--- src/rtl/sync_gen_pkg.sv ---
// -----------------------------------------------------------------------------
// sync_gen_pkg
// Shared types and helpers for the sync pulse generator.
//   state_t       : generator FSM states (IDLE, PULSE, GAP)
//   cfg_t         : configuration record at the default counter width
//   clamp_period  : effective period, never shorter than 2 cycles
//   clamp_width   : effective width, always leaves at least one inactive cycle
// Optional feature macro used by the generator: SYNC_GEN_DE_EN.
// -----------------------------------------------------------------------------
package sync_gen_pkg;

   localparam int unsigned SG_CNT_W = 16;

   typedef enum logic [1:0] {
      IDLE  = 2'd0,
      PULSE = 2'd1,
      GAP   = 2'd2
   } state_t;

   typedef struct packed {
      logic [SG_CNT_W-1:0] period;
      logic [SG_CNT_W-1:0] width;
      logic                pol;
   } cfg_t;

   function automatic int unsigned clamp_period(input int unsigned p);
      return (p < 32'd2) ? 32'd2 : p;
   endfunction

   function automatic int unsigned clamp_width(input int unsigned w,
                                               input int unsigned peff);
      return (w > (peff - 32'd1)) ? (peff - 32'd1) : w;
   endfunction

endpackage

--- src/rtl/sync_cfg_shadow.sv ---
// -----------------------------------------------------------------------------
// sync_cfg_shadow
// Double-buffered configuration: a pending register written by the load
// strobe and an active register updated only when the generator opens an
// apply window (period wrap or idle). Values are clamped on transfer.
// Ports:
//   i_clk, i_rst_n         clock, asynchronous active-low reset
//   i_load                 capture i_period/i_width/i_pol into pending
//   i_period/i_width/i_pol requested configuration
//   i_window               generator is at an edge where config may change
//   o_act_period           currently active (clamped) period
//   o_eff_period           (SYNC_GEN_DE_EN only) period governing the next edge
//   o_eff_width/o_eff_pol  width/polarity governing the next edge
//   o_ack                  registered strobe: pending config became active
// Optional feature macro: SYNC_GEN_DE_EN (exposes o_eff_period).
// -----------------------------------------------------------------------------
module sync_cfg_shadow
   import sync_gen_pkg::*;
#(
   parameter int unsigned CNT_W      = SG_CNT_W,
   parameter int unsigned DEF_PERIOD = 800,
   parameter int unsigned DEF_WIDTH  = 96,
   parameter bit          DEF_POL    = 1'b0
)(
   input  logic             i_clk,
   input  logic             i_rst_n,
   input  logic             i_load,
   input  logic [CNT_W-1:0] i_period,
   input  logic [CNT_W-1:0] i_width,
   input  logic             i_pol,
   input  logic             i_window,
   output logic [CNT_W-1:0] o_act_period,
`ifdef SYNC_GEN_DE_EN
   output logic [CNT_W-1:0] o_eff_period,
`endif
   output logic [CNT_W-1:0] o_eff_width,
   output logic             o_eff_pol,
   output logic             o_ack
);

   localparam logic [CNT_W-1:0] DEF_PEFF = CNT_W'(clamp_period(DEF_PERIOD));
   localparam logic [CNT_W-1:0] DEF_WEFF =
      CNT_W'(clamp_width(DEF_WIDTH, clamp_period(DEF_PERIOD)));

   logic             r_pend;
   logic [CNT_W-1:0] r_pend_period;
   logic [CNT_W-1:0] r_pend_width;
   logic             r_pend_pol;
   logic [CNT_W-1:0] r_act_period;
   logic [CNT_W-1:0] r_act_width;
   logic             r_act_pol;
   logic             r_ack;

   logic             w_apply;
   logic [CNT_W-1:0] w_pend_peff;
   logic [CNT_W-1:0] w_pend_weff;
   logic [CNT_W-1:0] w_eff_period;
   logic [CNT_W-1:0] w_eff_width;
   logic             w_eff_pol;

   // Apply uses the flag/data registered before this edge, so a load landing
   // on the same edge is held for the next window.
   always_comb begin
      w_apply      = r_pend & i_window;
      w_pend_peff  = CNT_W'(clamp_period(32'(r_pend_period)));
      w_pend_weff  = CNT_W'(clamp_width(32'(r_pend_width), 32'(w_pend_peff)));
      w_eff_period = r_act_period;
      w_eff_width  = r_act_width;
      w_eff_pol    = r_act_pol;
      if (w_apply) begin
         w_eff_period = w_pend_peff;
         w_eff_width  = w_pend_weff;
         w_eff_pol    = r_pend_pol;
      end
   end

   always_ff @(posedge i_clk or negedge i_rst_n) begin
      if (!i_rst_n) begin
         r_pend        <= 1'b0;
         r_pend_period <= '0;
         r_pend_width  <= '0;
         r_pend_pol    <= 1'b0;
         r_act_period  <= DEF_PEFF;
         r_act_width   <= DEF_WEFF;
         r_act_pol     <= DEF_POL;
         r_ack         <= 1'b0;
      end else begin
         r_pend <= i_load | (r_pend & ~w_apply);
         if (i_load) begin
            r_pend_period <= i_period;
            r_pend_width  <= i_width;
            r_pend_pol    <= i_pol;
         end
         if (w_apply) begin
            r_act_period <= w_eff_period;
            r_act_width  <= w_eff_width;
            r_act_pol    <= w_eff_pol;
         end
         r_ack <= w_apply;
      end
   end

   assign o_act_period = r_act_period;
`ifdef SYNC_GEN_DE_EN
   assign o_eff_period = w_eff_period;
`endif
   assign o_eff_width  = w_eff_width;
   assign o_eff_pol    = w_eff_pol;
   assign o_ack        = r_ack;

endmodule

--- src/rtl/sync_pulse_gen.sv ---
// -----------------------------------------------------------------------------
// sync_pulse_gen
// Periodic sync pulse source with programmable period, width and polarity.
// Configuration is double-buffered and only switches on a period boundary.
// Ports:
//   PCLK        pixel clock (rising edge)
//   RESET_N     asynchronous active-low reset
//   EN          run enable; low returns to IDLE
//   CFG_PERIOD  requested period (cycles)
//   CFG_WIDTH   requested pulse width (cycles)
//   CFG_POL     requested polarity (1 = active-high)
//   CFG_LOAD    capture CFG_* into the pending register
//   CFG_ACK     pending config became active this cycle
//   S           registered sync output
//   SOP         start-of-period strobe (CNT == 0 while running)
//   CNT         position within the current period
//   DE          data enable window (only with SYNC_GEN_DE_EN)
// Optional feature macro: SYNC_GEN_DE_EN (DE port, DE_BACK/DE_FRONT).
// -----------------------------------------------------------------------------
module sync_pulse_gen
   import sync_gen_pkg::*;
#(
   parameter int unsigned CNT_W      = SG_CNT_W,
   parameter int unsigned DEF_PERIOD = 800,
   parameter int unsigned DEF_WIDTH  = 96,
   parameter bit          DEF_POL    = 1'b0
`ifdef SYNC_GEN_DE_EN
   ,
   parameter int unsigned DE_BACK    = 48,
   parameter int unsigned DE_FRONT   = 16
`endif
)(
   input  logic             PCLK,
   input  logic             RESET_N,
   input  logic             EN,
   input  logic [CNT_W-1:0] CFG_PERIOD,
   input  logic [CNT_W-1:0] CFG_WIDTH,
   input  logic             CFG_POL,
   input  logic             CFG_LOAD,
   output logic             CFG_ACK,
   output logic             S,
   output logic             SOP,
`ifdef SYNC_GEN_DE_EN
   output logic             DE,
`endif
   output logic [CNT_W-1:0] CNT
);

   state_t           r_state;
   state_t           w_state_nxt;
   logic [CNT_W-1:0] r_cnt;
   logic [CNT_W-1:0] w_cnt_nxt;
   logic             r_s;
   logic             w_s_nxt;
   logic             r_sop;
   logic             w_sop_nxt;

   logic             w_wrap;
   logic             w_window;
   logic [CNT_W-1:0] w_act_period;
   logic [CNT_W-1:0] w_eff_width;
   logic             w_eff_pol;

`ifdef SYNC_GEN_DE_EN
   logic             r_de;
   logic             w_de_nxt;
   logic [CNT_W-1:0] w_eff_period;
`endif

   sync_cfg_shadow #(
      .CNT_W      (CNT_W),
      .DEF_PERIOD (DEF_PERIOD),
      .DEF_WIDTH  (DEF_WIDTH),
      .DEF_POL    (DEF_POL)
   ) u_shadow (
      .i_clk        (PCLK),
      .i_rst_n      (RESET_N),
      .i_load       (CFG_LOAD),
      .i_period     (CFG_PERIOD),
      .i_width      (CFG_WIDTH),
      .i_pol        (CFG_POL),
      .i_window     (w_window),
      .o_act_period (w_act_period),
`ifdef SYNC_GEN_DE_EN
      .o_eff_period (w_eff_period),
`endif
      .o_eff_width  (w_eff_width),
      .o_eff_pol    (w_eff_pol),
      .o_ack        (CFG_ACK)
   );

   // Config may change at a wrap while running, or on any edge out of IDLE.
   always_comb begin
      w_wrap   = (r_state != IDLE) && (r_cnt == (w_act_period - CNT_W'(1)));
      w_window = (r_state == IDLE) || (EN && w_wrap);
   end

   // Output levels are derived from the counter value being registered, so
   // S/SOP/DE always describe CNT in the same cycle.
   always_comb begin
      w_state_nxt = IDLE;
      w_cnt_nxt   = '0;
      w_s_nxt     = ~w_eff_pol;
      w_sop_nxt   = 1'b0;
`ifdef SYNC_GEN_DE_EN
      w_de_nxt    = 1'b0;
`endif
      if (EN) begin
         if ((r_state == IDLE) || w_wrap) begin
            w_cnt_nxt = '0;
         end else begin
            w_cnt_nxt = r_cnt + CNT_W'(1);
         end
         w_sop_nxt = (w_cnt_nxt == '0);
         if (w_cnt_nxt < w_eff_width) begin
            w_state_nxt = PULSE;
            w_s_nxt     = w_eff_pol;
         end else begin
            w_state_nxt = GAP;
            w_s_nxt     = ~w_eff_pol;
         end
`ifdef SYNC_GEN_DE_EN
         // 32-bit compare keeps a crossed window from wrapping around.
         w_de_nxt = ((32'(w_cnt_nxt)) >= (32'(w_eff_width) + DE_BACK)) &&
                    ((32'(w_cnt_nxt) + DE_FRONT) < 32'(w_eff_period));
`endif
      end
   end

   always_ff @(posedge PCLK or negedge RESET_N) begin
      if (!RESET_N) begin
         r_state <= IDLE;
         r_cnt   <= '0;
         r_s     <= ~DEF_POL;
         r_sop   <= 1'b0;
`ifdef SYNC_GEN_DE_EN
         r_de    <= 1'b0;
`endif
      end else begin
         r_state <= w_state_nxt;
         r_cnt   <= w_cnt_nxt;
         r_s     <= w_s_nxt;
         r_sop   <= w_sop_nxt;
`ifdef SYNC_GEN_DE_EN
         r_de    <= w_de_nxt;
`endif
      end
   end

   assign S   = r_s;
   assign SOP = r_sop;
   assign CNT = r_cnt;
`ifdef SYNC_GEN_DE_EN
   assign DE  = r_de;
`endif

endmodule

--- config.mk ---
export PLATFORM = sky130hd
export DESIGN_NAME = sync_pulse_gen
export DESIGN_NICKNAME = d
export VERILOG_FILES = /design/src/rtl/sync_gen_pkg.sv /design/src/rtl/sync_cfg_shadow.sv /design/src/rtl/sync_pulse_gen.sv
export SDC_FILE = /design/constraint.sdc
export NUM_CORES = 1
export LEC_CHECK = 0
export CAP_MARGIN = 20
export CORE_UTILIZATION = 30
export DETAILED_ROUTE_END_ITERATION = 12
export GPL_TIMING_DRIVEN = 0
export SYNTH_ARGS = -nofsm -noshare
export SYNTH_HDL_FRONTEND = slang
export SYNTH_SLANG_ARGS = --single-unit
--- constraint.sdc ---
create_clock -name PCLK -period 6.8 [get_ports PCLK]
set_input_delay 1.36 -clock PCLK [delete_from_list [all_inputs] [get_ports PCLK]]
set_output_delay 1.36 -clock PCLK [all_outputs]
set_load 0.05 [all_outputs]
After elaboration in Yosys (flattened, before gate mapping)
Cells that the tools add are included.
Widths: inputs -> output; s select.

storage, ports and cells
  register bits = 88
  input bits = 37
  output and inout bits = 19
  logic and storage cells = 43

cells by class
  add/subtract/negate cells = 3
  $lt $le $gt $ge = 3
  eq/ne operators = 1
  mux-type cells = 12
  bitwise logic cells = 5
  reductions and logical operators = 7

operators with widths
  kind                   count
  $mux 16                6
  $gt 16x32->1           1
  $sub 16x1->17 const B  1
  $add 16x1->16 const B  1
  $eq 16x16->1           1
  $logic_not 16->1       1
  $lt 16x16->1           1
  $lt 16x2->1 const B    1
  $sub 16x1->16 const B  1
  $mux 1                 4
  $mux 2                 2
  $and 1x1->1            2
  $logic_and 1x1->1      2
  $logic_not 2->1        1
  $logic_or 1x1->1       2
  $not 1->1              2
  $reduce_bool 2->1      1
  $or 1x1->1             1

Depth between registers and ports, before layout
Gate-level depths: netlist (run 1).

  depth in word-level cells = 10
  mapped depth = 29
  gate-level depth less buffers = 27

By module
A second synthesis (run 1) with hierarchy kept.

unflattened totals
  cells, all modules = 582
  area, all modules = 5509.0 µm²

by module, submodules not included
  module           times used  cells an instance  area an instance (µm²)  seq. area each (µm²)
  sync_cfg_shadow  1           341                3530.9                  1707.9
  sync_pulse_gen   1           241                1978.1                  501.7

Least setup slack after synthesis (run 1)
OpenSTA, ideal clock, no wires.

  path type = reg2reg
  start = register u_shadow.r_pend_period[10]
  end = register r_s, in the netlist S
  library setup time = 0.075 ns
  arrival = 6.151 ns
  data required time = 6.725 ns
  path slack = 0.573 ns
  stages on the path, launching flop included = 25
  path buffers = 1
  clock period less this slack = 6.227 ns
  cell sequence = dfrtp_1 or4_1 or3_1 or3_1 o21ai_0 ha_1 nand3_1 nor3_1 xnor2_1 ha_1 nand4_1 nor2_1 o31ai_1 a211oi_1 clkbuf_1 o21ai_0 o21a_1 ha_1 nand4_1 or4_1 o21ai_0 a21oi_1 nand3_1 o31ai_4 xnor2_1

on the way
  word-level cells in the longest chain between the ends = 9

ends and longest elaborated chain
  item                      line                   text
  start: declaration        sync_cfg_shadow.sv:46  logic [CNT_W-1:0] r_pend_period;
  start signal: assignment  sync_cfg_shadow.sv:90  r_pend_period <= i_period;
  $lt 16x2->1               sync_gen_pkg.sv:27     return (p < 32'd2) ? 32'd2 : p;
  $mux 16 (*)               sync_gen_pkg.sv:27
  $sub 16x1->17 (*)         sync_gen_pkg.sv:32     return (w > (peff - 32'd1)) ? (peff - 32'd1) : w;
  $gt 16x32->1              sync_gen_pkg.sv:32
  $mux 16 (*)               sync_gen_pkg.sv:32
  $mux 16 (*)               sync_cfg_shadow.sv:70  if (w_apply) begin
  $lt 16x16->1 (*)          sync_pulse_gen.sv:115  if (w_cnt_nxt < w_eff_width) begin
  $mux 1 (*)                sync_pulse_gen.sv:115
  $mux 1 (*)                sync_pulse_gen.sv:108  if (EN) begin
  via w_s_nxt               sync_pulse_gen.sv:54   logic w_s_nxt;
  end signal: assignment    sync_pulse_gen.sv:134  r_s <= ~DEF_POL;
  end signal: assignment    sync_pulse_gen.sv:142  r_s <= w_s_nxt;
  end: declaration          sync_pulse_gen.sv:53   logic r_s;

Mark *: on every way through the listed nets, which the timed path passes. The rest lies on a longest branch.
A chain may end at the register's enable or synchronous reset.

Worst setup path in the final report (run 1)
Same ends and word-level chain as after synthesis.

==> results of run 1 <==
[worst min-delay path by stage]
stage,from,endpoint,slack (ns),cells after the start
2_1_floorplan,u_shadow.r_act_width[8]$_DFFE_PN0P_,u_shadow.r_act_width[8]$_DFFE_PN0P_,0.44,2
3_3_place_gp,u_shadow.r_act_width[8]$_DFFE_PN0P_,u_shadow.r_act_width[8]$_DFFE_PN0P_,0.45,2
6_report,u_shadow.r_act_width[4]$_DFFE_PN0P_,u_shadow.r_act_width[4]$_DFFE_PN0P_,0.48,2
5_1_grt,u_shadow.r_act_width[4]$_DFFE_PN0P_,u_shadow.r_act_width[4]$_DFFE_PN0P_,0.50,2
4_1_cts,u_shadow.r_act_width[3]$_DFFE_PN0P_,u_shadow.r_act_width[3]$_DFFE_PN0P_,0.48,2
3_5_place_dp,u_shadow.r_act_width[3]$_DFFE_PN0P_,u_shadow.r_act_width[3]$_DFFE_PN0P_,0.47,2
[metrics by stage]
step           instance area, sq um  setup slack [ns]  hold slack (ns)
6_report                       6760             0.391            0.481
5_1_grt                        6760           -0.0171            0.496
4_1_cts                        6690            0.0434            0.485
2_1_floorplan                  5500             0.573            0.444
3_3_place_gp                   6330            -0.677            0.455
3_5_place_dp                   6360            -0.315            0.470
[layout make-up]
type / count / area (sq um)
Multi-Input combinational cell: 428 / 3080
Timing Repair Buffer: 59 / 596
Fill cell: 1840 / 11200
Inverter: 26 / 97.6
Clock inverter: 6 / 93.8
Clock buffer: 10 / 229
Tap cell: 229 / 287
Sequential cell: 88 / 2210
Buffer: 30 / 163
[layer usage]
metal / GRT usage / part of all wire / vias to the layer above
li1: - / - / 2190
met1: 0.230 / 0.51 / 2087
met2: 0.231 / 0.43 / 120
met3: 0.0331 / 0.046 / 17
met4: 0.0452 / 0.016 / 0
met5: 0 / 0 / -
[power by group]
part / internal [mW] / switching, mW
combinational: 0.229 / 0.283
sequential: 0.618 / 0.0777
clock: 0.325 / 0.218
total: 1.17 / 0.580
[registers in the layout (all words and copies together) (netlist names), 2 cells and up]
signal	cells
u_shadow.r_pend_width	16
u_shadow.r_pend_period	16
r_state	2
u_shadow.o_act_period	16
CNT	16
u_shadow.r_act_width	16
[kinds of logic after synthesis]
logic type	Yosys count	synth area share
adders and majority gates	34	0.0773
xor gates and xnor gates	45	0.0716
and+or+nand+nor	190	0.172
muxes	45	0.0914
buffers and inverters	56	0.0471
AOI/OAI and AO/OA	114	0.139
DFF	88	0.402
[what timing repair did]
action	in CTS	in global routing
pin swaps	0	1
setup endpoints to repair	2	3
buffers inserted	0	3
gates resized for setup	2	12
[worst max-delay path: stages, from the launching register on]
cell and delay (ns):
dfrtp_1 0.46, or4_1 0.60, or3_1 0.43, or3_1 0.39
o21ai_4 0.20, ha_2 0.25, nand3_2 0.13, nor3_2 0.21
xnor2_1 0.11, ha_1 0.32, nand4_1 0.16, a21oi_1 0.18
a211oi_1 0.08, a211oi_2 0.32, buf_4 0.18, clkbuf_2 0.19
o21ai_0 0.16, o21a_1 0.22, ha_1 0.27, o21ai_0 0.07
nand2b_1 0.07, a21oi_1 0.07, or4_1 0.52, o21ai_1 0.17
a21oi_2 0.06, nand3_1 0.14, o31ai_4 0.10, xnor2_1 0.24
[layout by cell type, fill, tap and decap left out, types with 4 or more instances in the layout]
cell             synthesis  routed
inv_1                   26      26
a21o_1                   8       8
o21ai_1                 12      13
xor2_1                  19      19
mux2_1                  13      13
clkdlybuf4s50_1          0      53
or3_1                    6       6
a31oi_1                  4       4
o21a_1                  14      14
mux2i_1                  6       5
nand2_1                 55      55
xnor2_1                 26      26
nor4_1                  14      13
nor3_1                  10       9
clkbuf_16                0       9
ha_1                    34      33
mux2_2                  25      25
or4_1                    5       5
dfstp_2                  6       6
clkbuf_1                19      19
buf_4                    0       5
a21oi_1                 14      13
and2_1                  10      10
buf_6                    6       6
o21ai_0                 33      31
nand4_1                 14      14
nor2_1                  44      44
nand3_1                 16      15
dfrtp_1                 82      82
==> results_dict.tcl, run 1 <==
set metrics [dict create \
    synth.area.top_cells "dfrtp_1 37%, ha_1 7.7%, mux2_2 5.1%" \
    grt_max_degree 69 \
    routed_via_density 5.04 \
    die_w_microns 137 \
    firstDrtPassIters 9 \
    end_kind "flop" \
    timing.final.crit_share 0.943 \
    grt_pass1_vias 4206 \
    p_leak_nw 2.83 \
    place_congestion 0.852 \
    start_kind "flop" \
    cts-root-buf "clkbuf_16" \
    io_buffers 54 \
    r2r_slack_ns 0.39 \
    ys_ff_latch 88 \
    gr-total-overflow 0 \
    clock_sinks 88 \
    final_max_slew_viol_count 0 \
    die_y_microns 137 \
    period_minus_slack_ns 6.41 \
    synth_top_area_frac 0.373 \
    dp_hpwl_mm 10.7 \
    maxCapViolations 0 \
    area_delta_synth_final_pct 22.8 \
    synthTopCellsByCount "82 x dfrtp_1, 55 x nand2_1, 44 x nor2_1" \
    cp_data_required_time_ns 7.05 \
    worst-r2r-cell-count 27 \
    dieArea_sq_um 18900 \
    worstReg2RegStart "u_shadow.r_pend_period[10]$_DFFE_PN0P_" \
    cts_hold_buffers 0 \
    rr_endpoint "S$_DFF_PN1_" \
    cp.arrival_ns 6.66 \
    powerDensity_nw_per_um2 259 \
    cts.clk_slew.worst_paths_ns 0.07 \
    yosysMostFrequentCell "dfrtp_1" \
    skew_ns 0.0106 \
    failed_checks "DRC" \
    ys_types 58 \
    hp-class "flop to flop" \
    antenna_cells 0 \
    synth_seq_area_share 0.402 \
    drc 2 \
    cts_buffers 9 \
    crit_fanout 10 \
    hold_violations 0 \
    first_iter_violations 216 \
    outcome "finished with violations" \
    synthArstFlopShare 1.00 \
    drive_gt1_frac 0.124 \
    critPathLaunch "u_shadow.r_pend_period[10]$_DFFE_PN0P_" \
    antenna_found_initial 0 \
    postRouteAntennaNets 0 \
    core-area_sq_um 18000 \
    fin_util 0.376 \
    ios 56 \
    endpoint "S$_DFF_PN1_" \
    slew_headroom 0.538 \
    synth_top_cell_by_area "dfrtp_1" \
    vias 4414 \
    placedCellCount 857 \
    syn_nets 643 \
    std_cell_rows 49 \
    syn_area_sq_um 5500 \
    drt-total-wl_mm 13.7 \
    synth_flop_cell "dfrtp_1" \
    wire_per_inst_microns 15.7 \
    fin_nets 713 \
    clk_latency_ns 0.35 \
    grt.total_usage 0.157 \
    clock.fmax_mhz 156 \
    finalSetupViolCount 0 \
    start_util 0.306 \
    synth_edf_count 0 \
    avgSynthCellArea_sq_um 9.62 \
    synthCells 572 \
    cts_buffer_depth 2 \
    setup_tns_ns 0 \
    worst_pin_slew_ns 0.687 \
    cts_tree "done" \
    ctsHtreeMaxLevel 3 \
    path_class "flop to flop" \
    grt_pass1_wl_mm 22.4 \
    ir_worst_vdd_v 0.000154 \
    yosysWarnings 0 \
    total_power_mw 1.75 \
    final_cells 876 \
]
Note: power is estimated with default switching activity, not from simulation.
==> inputs of run 2 (changes only) <==
==> constraint.sdc (replaced) <==
create_clock -name PCLK -period 6.05 [get_ports PCLK]
set_input_delay 1.21 -clock PCLK [delete_from_list [all_inputs] [get_ports PCLK]]
set_output_delay 1.21 -clock PCLK [all_outputs]
set_load 0.05 [all_outputs]
==> results_dict.tcl, run 2 (synthesis gave the netlist of run 1 again) <==
set metrics [dict create \
    outcome "completed" \
    cts_buffers 9 \
    io_buffers 54 \
    multi_input_area_sq_um 3330 \
    grt_max_degree 70 \
    final_cell_mix "80 x dfrtp_1, 54 x nand2_1, 53 x clkdlybuf4s50_1" \
    finalSetupViolCount 0 \
    seq_area_sq_um 2210 \
    cts_buffer_depth 2 \
    slew_headroom 0.500 \
    hp-start "u_shadow.r_act_width[4]$_DFFE_PN0P_" \
    cts_hold_buffers 0 \
    critPathLaunch "u_shadow.r_pend_period[12]$_DFFE_PN0P_" \
    clk_latency_ns 0.35 \
    final_common_cell "dfrtp_1" \
    maxCapViolations 0 \
    cts-root-buf "clkbuf_16" \
    fin_util 0.396 \
    grt_pass1_vias 4373 \
    routed_via_density 5.12 \
    fill_cells 1758 \
    firstDrtPassIters 5 \
    std_cell_rows 49 \
    cp_slowest_cell "or4_4" \
    path_delay_family "simple AND/OR/NAND/NOR gates" \
    slowest_delay_ns 0.56 \
    die_y_microns 137 \
    place_congestion 0.863 \
    layout_setup_ws_ns 0.0317 \
    placedCellCount 856 \
    fin_nets 727 \
    worstReg2RegStart "u_shadow.r_pend_period[12]$_DFFE_PN0P_" \
    rsz0062_at_grt "true" \
    die_w_microns 137 \
    antenna_cells 0 \
    period_minus_slack_ns 6.02 \
    dieArea_sq_um 18900 \
    grt.total_usage 0.165 \
    wire_per_inst_microns 16.4 \
    area_delta_synth_final_pct 29.4 \
    cts.clk_slew.worst_paths_ns 0.07 \
    drt-total-wl_mm 14.6 \
    ios 56 \
    hold_violations 0 \
    worst_pin_slew_ns 0.743 \
    start_kind "flop" \
    timing.critical_path.buf_inv 3 \
    antenna_found_initial 0 \
    final_cells 890 \
    cp_data_required_time_ns 6.32 \
    postRouteAntennaNets 0 \
    dp_hpwl_mm 10.7 \
    drive_gt1_frac 0.200 \
    end_kind "flop" \
    gr-total-overflow 0 \
    pre_cts_ws_ns -0.942 \
    start_util 0.306 \
    ctsHtreeMaxLevel 3 \
    vias 4553 \
    hp-class "flop to flop" \
    cp.arrival_ns 6.29 \
    timing.final.crit_share 0.995 \
    grt_pass1_wl_mm 23.5 \
    ir_worst_vdd_v 0.000191 \
    crit_fanout 5 \
    clock_sinks 88 \
    powerDensity_nw_per_um2 283 \
    holdWs_ns 0.481 \
    core-area_sq_um 18000 \
    drc 0 \
    final_max_slew_viol_count 0 \
    first_iter_violations 251 \
    skew_ns 0.00942 \
    clock.fmax_mhz 166 \
    cts_tree "done" \
    path_class "flop to flop" \
    p_leak_nw 2.98 \
]
-- run 2: changes by cell type in the layout (fill, tap and decap cells not counted), moves of 5 or more --
cell	change
xnor2_2	+5
a21oi_1	-5
a21oi_2	+5
o21ai_0	-7
buf_4	+14
xnor2_1	-5
-- run 2: area by class of cell --
cell class                 count  share of cell area
tap                          229              0.0402
clock inverter                 6              0.0107
multi-input combinational    428               0.468
buffer                        29              0.0232
timing repair buffer          74               0.101
sequential                    88               0.311
inverter                      26              0.0137
clock buffer                  10              0.0322
-- run 2: per-layer routing --
layer,routed length (microns),track usage,vias to the layer above
met3,673,0.0338,21
met4,316,0.0495,0
met5,0,0,-
met1,7180,0.238,2195
li1,-,-,2215
met2,6410,0.245,122
-- run 2: per-stage QoR --
step                      setup TNS [ns]  area, sq um  power, mW
after floorplan                        0         5510       1.17
after global placement             -2.30         6330       1.34
after detailed placement           -2.36         6360       1.35
after CTS                              0         6850       1.97
after global routing              -0.440         7120       2.14
final                                  0         7120       2.02
-- run 2: worst min-delay path, delay by kind of cell, from the launching register on --
family | cells | cell delay (ns)
DFF | 1 | 0.32
and+or+nand+nor | 1 | 0.06
AOI/OAI and AO/OA | 1 | 0.07
-- run 2: worst paths after layout --
path                                                   endpoint  slack, ns  cells after the start
setup / recovery                                    S$_DFF_PN1_       0.03                     26
hold / removal              u_shadow.r_act_width[4]$_DFFE_PN0P_       0.48                      2
setup reg to reg                                    S$_DFF_PN1_       0.03                     26
hold reg to reg             u_shadow.r_act_width[4]$_DFFE_PN0P_       0.48                      2
max in group asynchronous  u_shadow.o_act_period[9]$_DFFE_PN1P_       4.65                      2
min in group asynchronous                     CNT[10]$_DFF_PN0_       0.74                      1
-- run 2: where the power goes --
group	internal (mW)	switching (mW)
combinational	0.300	0.353
clock	0.328	0.251
sequential	0.695	0.0915
total	1.32	0.696
-- run 2: what timing repair did --
action	4_1_cts	5_1_grt
setup buffers	10	8
cloned	0	1
pin swaps	13	24
endpoints found under the setup margin	3	3
resized for setup	26	49
